$ cat src/rtl/fsize_hist_ctrl.sv
// Frame-size history controller: measures line length/count per video frame
// on a snooped AXI4-Stream bus and queues one 32-bit record per frame.
module fsize_hist_ctrl #(
    parameter int unsigned DEPTH = 16,
    parameter int unsigned CNT_W = 15
) (
    input  logic                      aclk,
    input  logic                      resetn,
    input  logic                      s_axis_tvalid,
    input  logic                      s_axis_tready,
    input  logic                      s_axis_tuser,
    input  logic                      s_axis_tlast,
    input  logic                      err_in,
    input  logic                      clr,
    input  logic                      fsize_hist_rd_en,
    output logic [31:0]               fsize_hist,
    output logic                      fsize_hist_full,
    output logic                      fsize_hist_empty,
    output logic [$clog2(DEPTH):0]    fsize_hist_level,
    output logic [15:0]               drop_cnt
);

    localparam int unsigned AW = $clog2(DEPTH);
    localparam int unsigned LW = AW + 1;
    localparam logic [CNT_W-1:0] CNT_MAX = '1;

    typedef struct packed {
        logic        ovf;
        logic [14:0] line_cnt;
        logic        err;
        logic [14:0] line_len;
    } rec_t;

    typedef enum logic {
        WAIT_SOF = 1'b0,
        IN_FRAME = 1'b1
    } state_t;

    state_t           state_q;
    state_t           state_d;
    logic             commit_c;
    logic             cnt_en_c;

    logic             beat_c;
    logic             sof_c;
    logic             eol_c;

    logic [CNT_W-1:0] pix_cnt_q;
    logic [CNT_W-1:0] line_len_q;
    logic [CNT_W-1:0] line_cnt_q;
    logic             frame_err_q;
    logic             ovf_pending_q;

    rec_t             rec_c;
    rec_t             mem [DEPTH];
    logic [AW-1:0]    wr_ptr_q;
    logic [AW-1:0]    rd_ptr_q;
    logic             push_c;
    logic             pop_c;
    logic             drop_c;
    logic [LW-1:0]    level_d;

    function automatic logic [CNT_W-1:0] sat_inc(input logic [CNT_W-1:0] v);
        return (v == CNT_MAX) ? v : v + CNT_W'(1);
    endfunction

    assign beat_c = s_axis_tvalid & s_axis_tready;
    assign sof_c  = beat_c & s_axis_tuser;
    assign eol_c  = beat_c & s_axis_tlast;

    // Frame tracking state register
    always_ff @(posedge aclk or negedge resetn) begin
        if (!resetn) begin
            state_q <= WAIT_SOF;
        end else begin
            state_q <= state_d;
        end
    end

    // Next state, commit strobe and counter enable
    always_comb begin
        state_d  = state_q;
        commit_c = 1'b0;
        cnt_en_c = 1'b0;
        case (state_q)
            WAIT_SOF: begin
                if (sof_c) begin
                    state_d  = IN_FRAME;
                    cnt_en_c = 1'b1;
                end
            end
            IN_FRAME: begin
                cnt_en_c = beat_c;
                commit_c = sof_c & ~clr;
            end
            default: state_d = WAIT_SOF;
        endcase
        if (clr) begin
            state_d  = WAIT_SOF;
            cnt_en_c = 1'b0;
        end
    end

    // Pixel / line counters; an SOF beat always restarts them as pixel 1
    always_ff @(posedge aclk or negedge resetn) begin
        if (!resetn) begin
            pix_cnt_q  <= '0;
            line_len_q <= '0;
            line_cnt_q <= '0;
        end else if (clr) begin
            pix_cnt_q  <= '0;
            line_len_q <= '0;
            line_cnt_q <= '0;
        end else if (cnt_en_c) begin
            if (sof_c) begin
                pix_cnt_q  <= eol_c ? '0 : CNT_W'(1);
                line_len_q <= eol_c ? CNT_W'(1) : '0;
                line_cnt_q <= eol_c ? CNT_W'(1) : '0;
            end else if (eol_c) begin
                pix_cnt_q  <= '0;
                line_len_q <= sat_inc(pix_cnt_q);
                line_cnt_q <= sat_inc(line_cnt_q);
            end else begin
                pix_cnt_q  <= sat_inc(pix_cnt_q);
            end
        end
    end

    // Error flag: the commit cycle's err_in belongs to the new frame
    always_ff @(posedge aclk or negedge resetn) begin
        if (!resetn) begin
            frame_err_q <= 1'b0;
        end else if (clr) begin
            frame_err_q <= 1'b0;
        end else if (commit_c) begin
            frame_err_q <= err_in;
        end else if (state_q == IN_FRAME && err_in) begin
            frame_err_q <= 1'b1;
        end
    end

    always_comb begin
        rec_c          = '0;
        rec_c.ovf      = ovf_pending_q;
        rec_c.line_cnt = 15'(line_cnt_q);
        rec_c.err      = frame_err_q;
        rec_c.line_len = 15'(line_len_q);
    end

    // A pop in the same cycle frees the slot, so a full FIFO can still accept
    assign pop_c   = fsize_hist_rd_en & ~fsize_hist_empty & ~clr;
    assign push_c  = commit_c & (~fsize_hist_full | pop_c);
    assign drop_c  = commit_c & fsize_hist_full & ~pop_c;
    assign level_d = fsize_hist_level + LW'(push_c) - LW'(pop_c);

    always_ff @(posedge aclk) begin
        if (push_c) begin
            mem[wr_ptr_q] <= rec_c;
        end
    end

    // FIFO pointers, level and status flags
    always_ff @(posedge aclk or negedge resetn) begin
        if (!resetn) begin
            wr_ptr_q         <= '0;
            rd_ptr_q         <= '0;
            fsize_hist_level <= '0;
            fsize_hist_empty <= 1'b1;
            fsize_hist_full  <= 1'b0;
        end else if (clr) begin
            wr_ptr_q         <= '0;
            rd_ptr_q         <= '0;
            fsize_hist_level <= '0;
            fsize_hist_empty <= 1'b1;
            fsize_hist_full  <= 1'b0;
        end else begin
            if (push_c) begin
                wr_ptr_q <= wr_ptr_q + AW'(1);
            end
            if (pop_c) begin
                rd_ptr_q <= rd_ptr_q + AW'(1);
            end
            fsize_hist_level <= level_d;
            fsize_hist_empty <= (level_d == '0);
            fsize_hist_full  <= (level_d == LW'(DEPTH));
        end
    end

    always_ff @(posedge aclk or negedge resetn) begin
        if (!resetn) begin
            fsize_hist <= '0;
        end else if (clr) begin
            fsize_hist <= '0;
        end else if (pop_c) begin
            fsize_hist <= mem[rd_ptr_q];
        end
    end

    // Drop accounting: the next accepted record carries the overflow tag
    always_ff @(posedge aclk or negedge resetn) begin
        if (!resetn) begin
            drop_cnt      <= '0;
            ovf_pending_q <= 1'b0;
        end else if (clr) begin
            drop_cnt      <= '0;
            ovf_pending_q <= 1'b0;
        end else if (drop_c) begin
            if (drop_cnt != 16'hFFFF) begin
                drop_cnt <= drop_cnt + 16'd1;
            end
            ovf_pending_q <= 1'b1;
        end else if (push_c) begin
            ovf_pending_q <= 1'b0;
        end
    end

endmodule

$ cat config.mk
export PLATFORM = sky130hd
export DESIGN_NAME = fsize_hist_ctrl
export DESIGN_NICKNAME = d
export VERILOG_FILES = /design/src/rtl/fsize_hist_ctrl.sv
export SDC_FILE = /design/constraint.sdc
export NUM_CORES = 1
export LEC_CHECK = 0
export ABC_AREA = 0
export BUFFER_PORTS_ARGS = -buffer_cell sky130_fd_sc_hd__buf_2
export CAP_MARGIN = 20
export CORE_ASPECT_RATIO = 0.7
export CORE_MARGIN = 3
export CORE_UTILIZATION = 37
export DETAILED_ROUTE_END_ITERATION = 8
export GPL_ROUTABILITY_DRIVEN = 0
export SLEW_MARGIN = 10
export SYNTH_ARGS = -nofsm -noshare
export SYNTH_HDL_FRONTEND = slang
export SYNTH_SLANG_ARGS = --single-unit
$ cat constraint.sdc
create_clock -name aclk -period 8.6 [get_ports aclk]
set_input_delay 0.43 -clock aclk [delete_from_list [all_inputs] [get_ports aclk]]
set_output_delay 0.43 -clock aclk [all_outputs]
set_load 0.05 [all_outputs]
==> flow_metrics.py <==
metrics = {
    "power_and_ir_drop": {
        "p_leak_uw": 0.009545,
        "power_uw": 6636,
        "ir_drop_v": 0.0002237,
        "power_density_nw_per_um2": 238.0,
    },
    "yosys": {
        "synth.most_common_cell": "edfxtp_1",
        "netlist_area_um2": 24620,
        "synth_edf_count": 512,
        "synth_area_leaders": "edfxtp_1 (62%), mux4_2 (12%), dfrtp_1 (11%), mux2i_1 (1.4%), a22o_1 (1.3%)",
        "yosys_warnings": 0,
        "yosysSeqAreaShare_pct": 73.75,
        "synth_ff_type": "edfxtp_1",
        "synth_fp_nets": 1344,
        "ys_top_cells_by_count": "edfxtp_1 (512), mux4_2 (128), dfrtp_1 (110)",
        "synth_top_cell_area_share_pct": 62.46,
        "syn_area_per_cell_um2": 18.63,
        "synthCells": 1321,
        "synth_top_cell_by_area": "edfxtp_1",
        "yosys.cell_types.count": 58,
        "postSynth.asyncResetShare_pct": 17.82,
        "synth_seq_cells": 623,
    },
    "placement": {
        "pre_cts_slack_ps": 4810,
        "hpwl_um": 31270,
        "place_area_um2": 25970,
        "port_buffers": 63,
    },
    "drt": {
        "wl_um": 55580,
        "ant_nets": 0,
        "wl_per_cell_um": 23.85,
        "drt_iter0_drc": 1264,
        "dr.pass1.iters": 5,
        "drc_errors": 0,
        "vias": 12815,
        "viasPerCell": 5.500,
    },
    "worst_setup_path": {
        "rrSetupSlack_ps": 5330,
        "crit_type": "reg2reg",
        "crit_slowest_cell": "a211oi_2",
        "cp_data_arrival_time_ps": 3750,
        "critPathMaxStageDelay_ps": 630,
        "r2r_end": "fsize_hist_full",
        "cp-endpoint": "fsize_hist_full",
        "cp-start-kind": "register",
        "r2r_cells": 12,
        "path_max_fanout": 9,
        "crit_chain": "nand2b_1, a211oi_2, inv_1, ha_1, inv_1, ha_1, fa_1, a21o_1, a21oi_1, xnor2_1, nor2_1, and3_1",
        "r2r_start": "fsize_hist_empty",
        "end_kind": "register",
        "cp-startpoint": "fsize_hist_empty",
        "required_ps": 9080,
    },
    "clocking": {
        "clock_path_buffers": 3,
        "cts_setup_buffers": 0,
        "postCtsHoldBufs": 1,
        "cts_made_buffers": 56,
        "cts-root-buf": "clkbuf_16",
        "clkTransAtPathRegs_ps": 70,
        "cts_tree": "done",
        "clock_latency_ps": 600,
        "ctsResizeCount": 0,
        "htree_levels": 2,
        "numClockSinks": 623,
    },
    "global_route": {
        "grt_antenna_before_repair": 1,
        "grt_pass1_vias": 12937,
        "grt_max_degree": 71,
        "grt_overflow": 0,
        "grt_first_pass_wirelength_um": 83770,
        "grt_use_total_pct": 15.93,
    },
    "timing": {
        "skew_ps": 14.30,
        "fin_ws_ps": 5329,
        "rsz0062_at_grt": "no",
        "finalSetupViolations": 0,
        "clock.fmax_ghz": 0.3057,
        "worstMarginPinSlew_ps": 1125,
        "fin_setup_tns_ps": 0,
        "min_period_over_period_pct": 38.04,
        "drv_slew": 0,
        "final.min_clock_period_ps": 3271,
        "relSlewSlack_pct": 24.75,
        "hold_viol": 0,
    },
    "floorplan": {
        "boundaryPins": 64,
        "dieWidth_um": 314.3,
        "row_count": 78,
        "die_h_um": 221.8,
        "start_util_pct": 37.70,
        "dieArea_um2": 69710,
        "coreArea_um2": 65290,
    },
    "layout": {
        "post-route-util_pct": 42.71,
        "finalInstanceArea_um2": 27890,
        "drive_gt1_share_pct": 23.69,
        "nNetsFinal": 1424,
        "area_growth_pct": 13.29,
    },
    "min_path": {
        "hold_class": "in2reg",
    },
    "status": {
        "status": "finished clean",
    },
    "run": {
        "maxCapViolCount": 0,
    },
}
worst max-delay path: cells and delay by family (launching register included):
family	cells	cell delay, ps
XOR/XNOR	1	130
adder cells (fa/ha/maj)	3	950
AND/OR/NAND/NOR	3	550
buffers and inverters	2	180
AO/OA/AOI/OAI	3	970
flip-flops	1	380
final cells by class:
cell class / count / area [um2]
multi-input cells: 619 / 6166
diodes: 2 / 5.005
fillers: 5712 / 37400
repair buffers: 89 / 551.8
flip-flops and latches: 623 / 18160
clock inverters: 30 / 290.3
inverters: 12 / 45.04
clock buffers: 75 / 1564
well taps: 880 / 1101
power breakdown:
part	leakage [uW]	internal [uW]	switching, uW
logic	0.00215	272	436
clock network	0.000906	1430	1100
registers	0.00649	3300	101
total	0.00955	5000	1640
per-stage QoR:
stage	hold slack, ps	cells
5_1_grt	122.0	2328
3_5_place_dp	428.3	2220
6_report	118.8	2330
3_3_place_gp	427.0	2219
2_1_floorplan	134.4	1321
4_1_cts	90.62	2326
placed cells by master (no fill, tap or decap), types with 5 or more instances in the layout:
master	Yosys	layout
and3_1	7	7
xnor2_1	29	29
o21ai_0	57	57
buf_2	21	62
a31oi_1	6	5
inv_1	12	12
nor4_1	11	9
mux2i_1	34	34
and2_2	0	16
nand2_1	47	47
a22o_1	36	36
ha_1	13	13
clkinv_2	0	11
clkbuf_1	37	11
nand4_1	16	16
a21o_1	8	8
xor2_1	9	9
a21oi_1	56	56
bufinv_16	0	5
nor3_1	8	8
buf_4	1	23
clkinv_1	0	7
clkbuf_8	0	7
nor2_1	56	55
dfrtp_1	110	107
edfxtp_1	512	512
nand3_1	14	14
mux4_2	128	128
nor3b_1	5	5
nand2b_1	5	5
clkbuf_16	0	57
flip-flops by register name (all words and copies together), names as in the netlist, 4 cells and up:
name / flops
pix_cnt_q: 15
wr_ptr_q: 4
fsize_hist_level: 5
drop_cnt: 16
rd_ptr_q: 4
fsize_hist: 32
mem: 512
line_len_q: 15
line_cnt_q: 15
logic make-up after synthesis:
logic type                 after synthesis  share of synthesized area (%)
DFF                                    623                          73.75
and+or+nand+nor                        213                          4.636
AOI/OAI and AO/OA                      192                          5.012
muxes                                  162                          13.09
buffers and inverters                   79                          1.418
xor gates and xnor gates                38                          1.352
adders and majority gates               14                         0.7421
how the worst min path moves through the flow:
stage,start,slack [ps],cells past startpoint,end
after detailed placement,resetn,430,1,pix_cnt_q[9]
after CTS,err_in,90,3,frame_err_q
after global placement,resetn,430,1,pix_cnt_q[8]
after global routing,err_in,120,3,frame_err_q
final,err_in,120,3,frame_err_q
after floorplan,resetn,130,0,drop_cnt[0]
metal layers:
layer	vias up	GRT usage (%)	wire, um
li1	5477	-	-
met3	74	3.429	4266
met1	6828	25.78	27270
met5	-	0	0
met4	0	3.262	927
met2	436	21.89	23120
(Power assumes the default switching activity.)
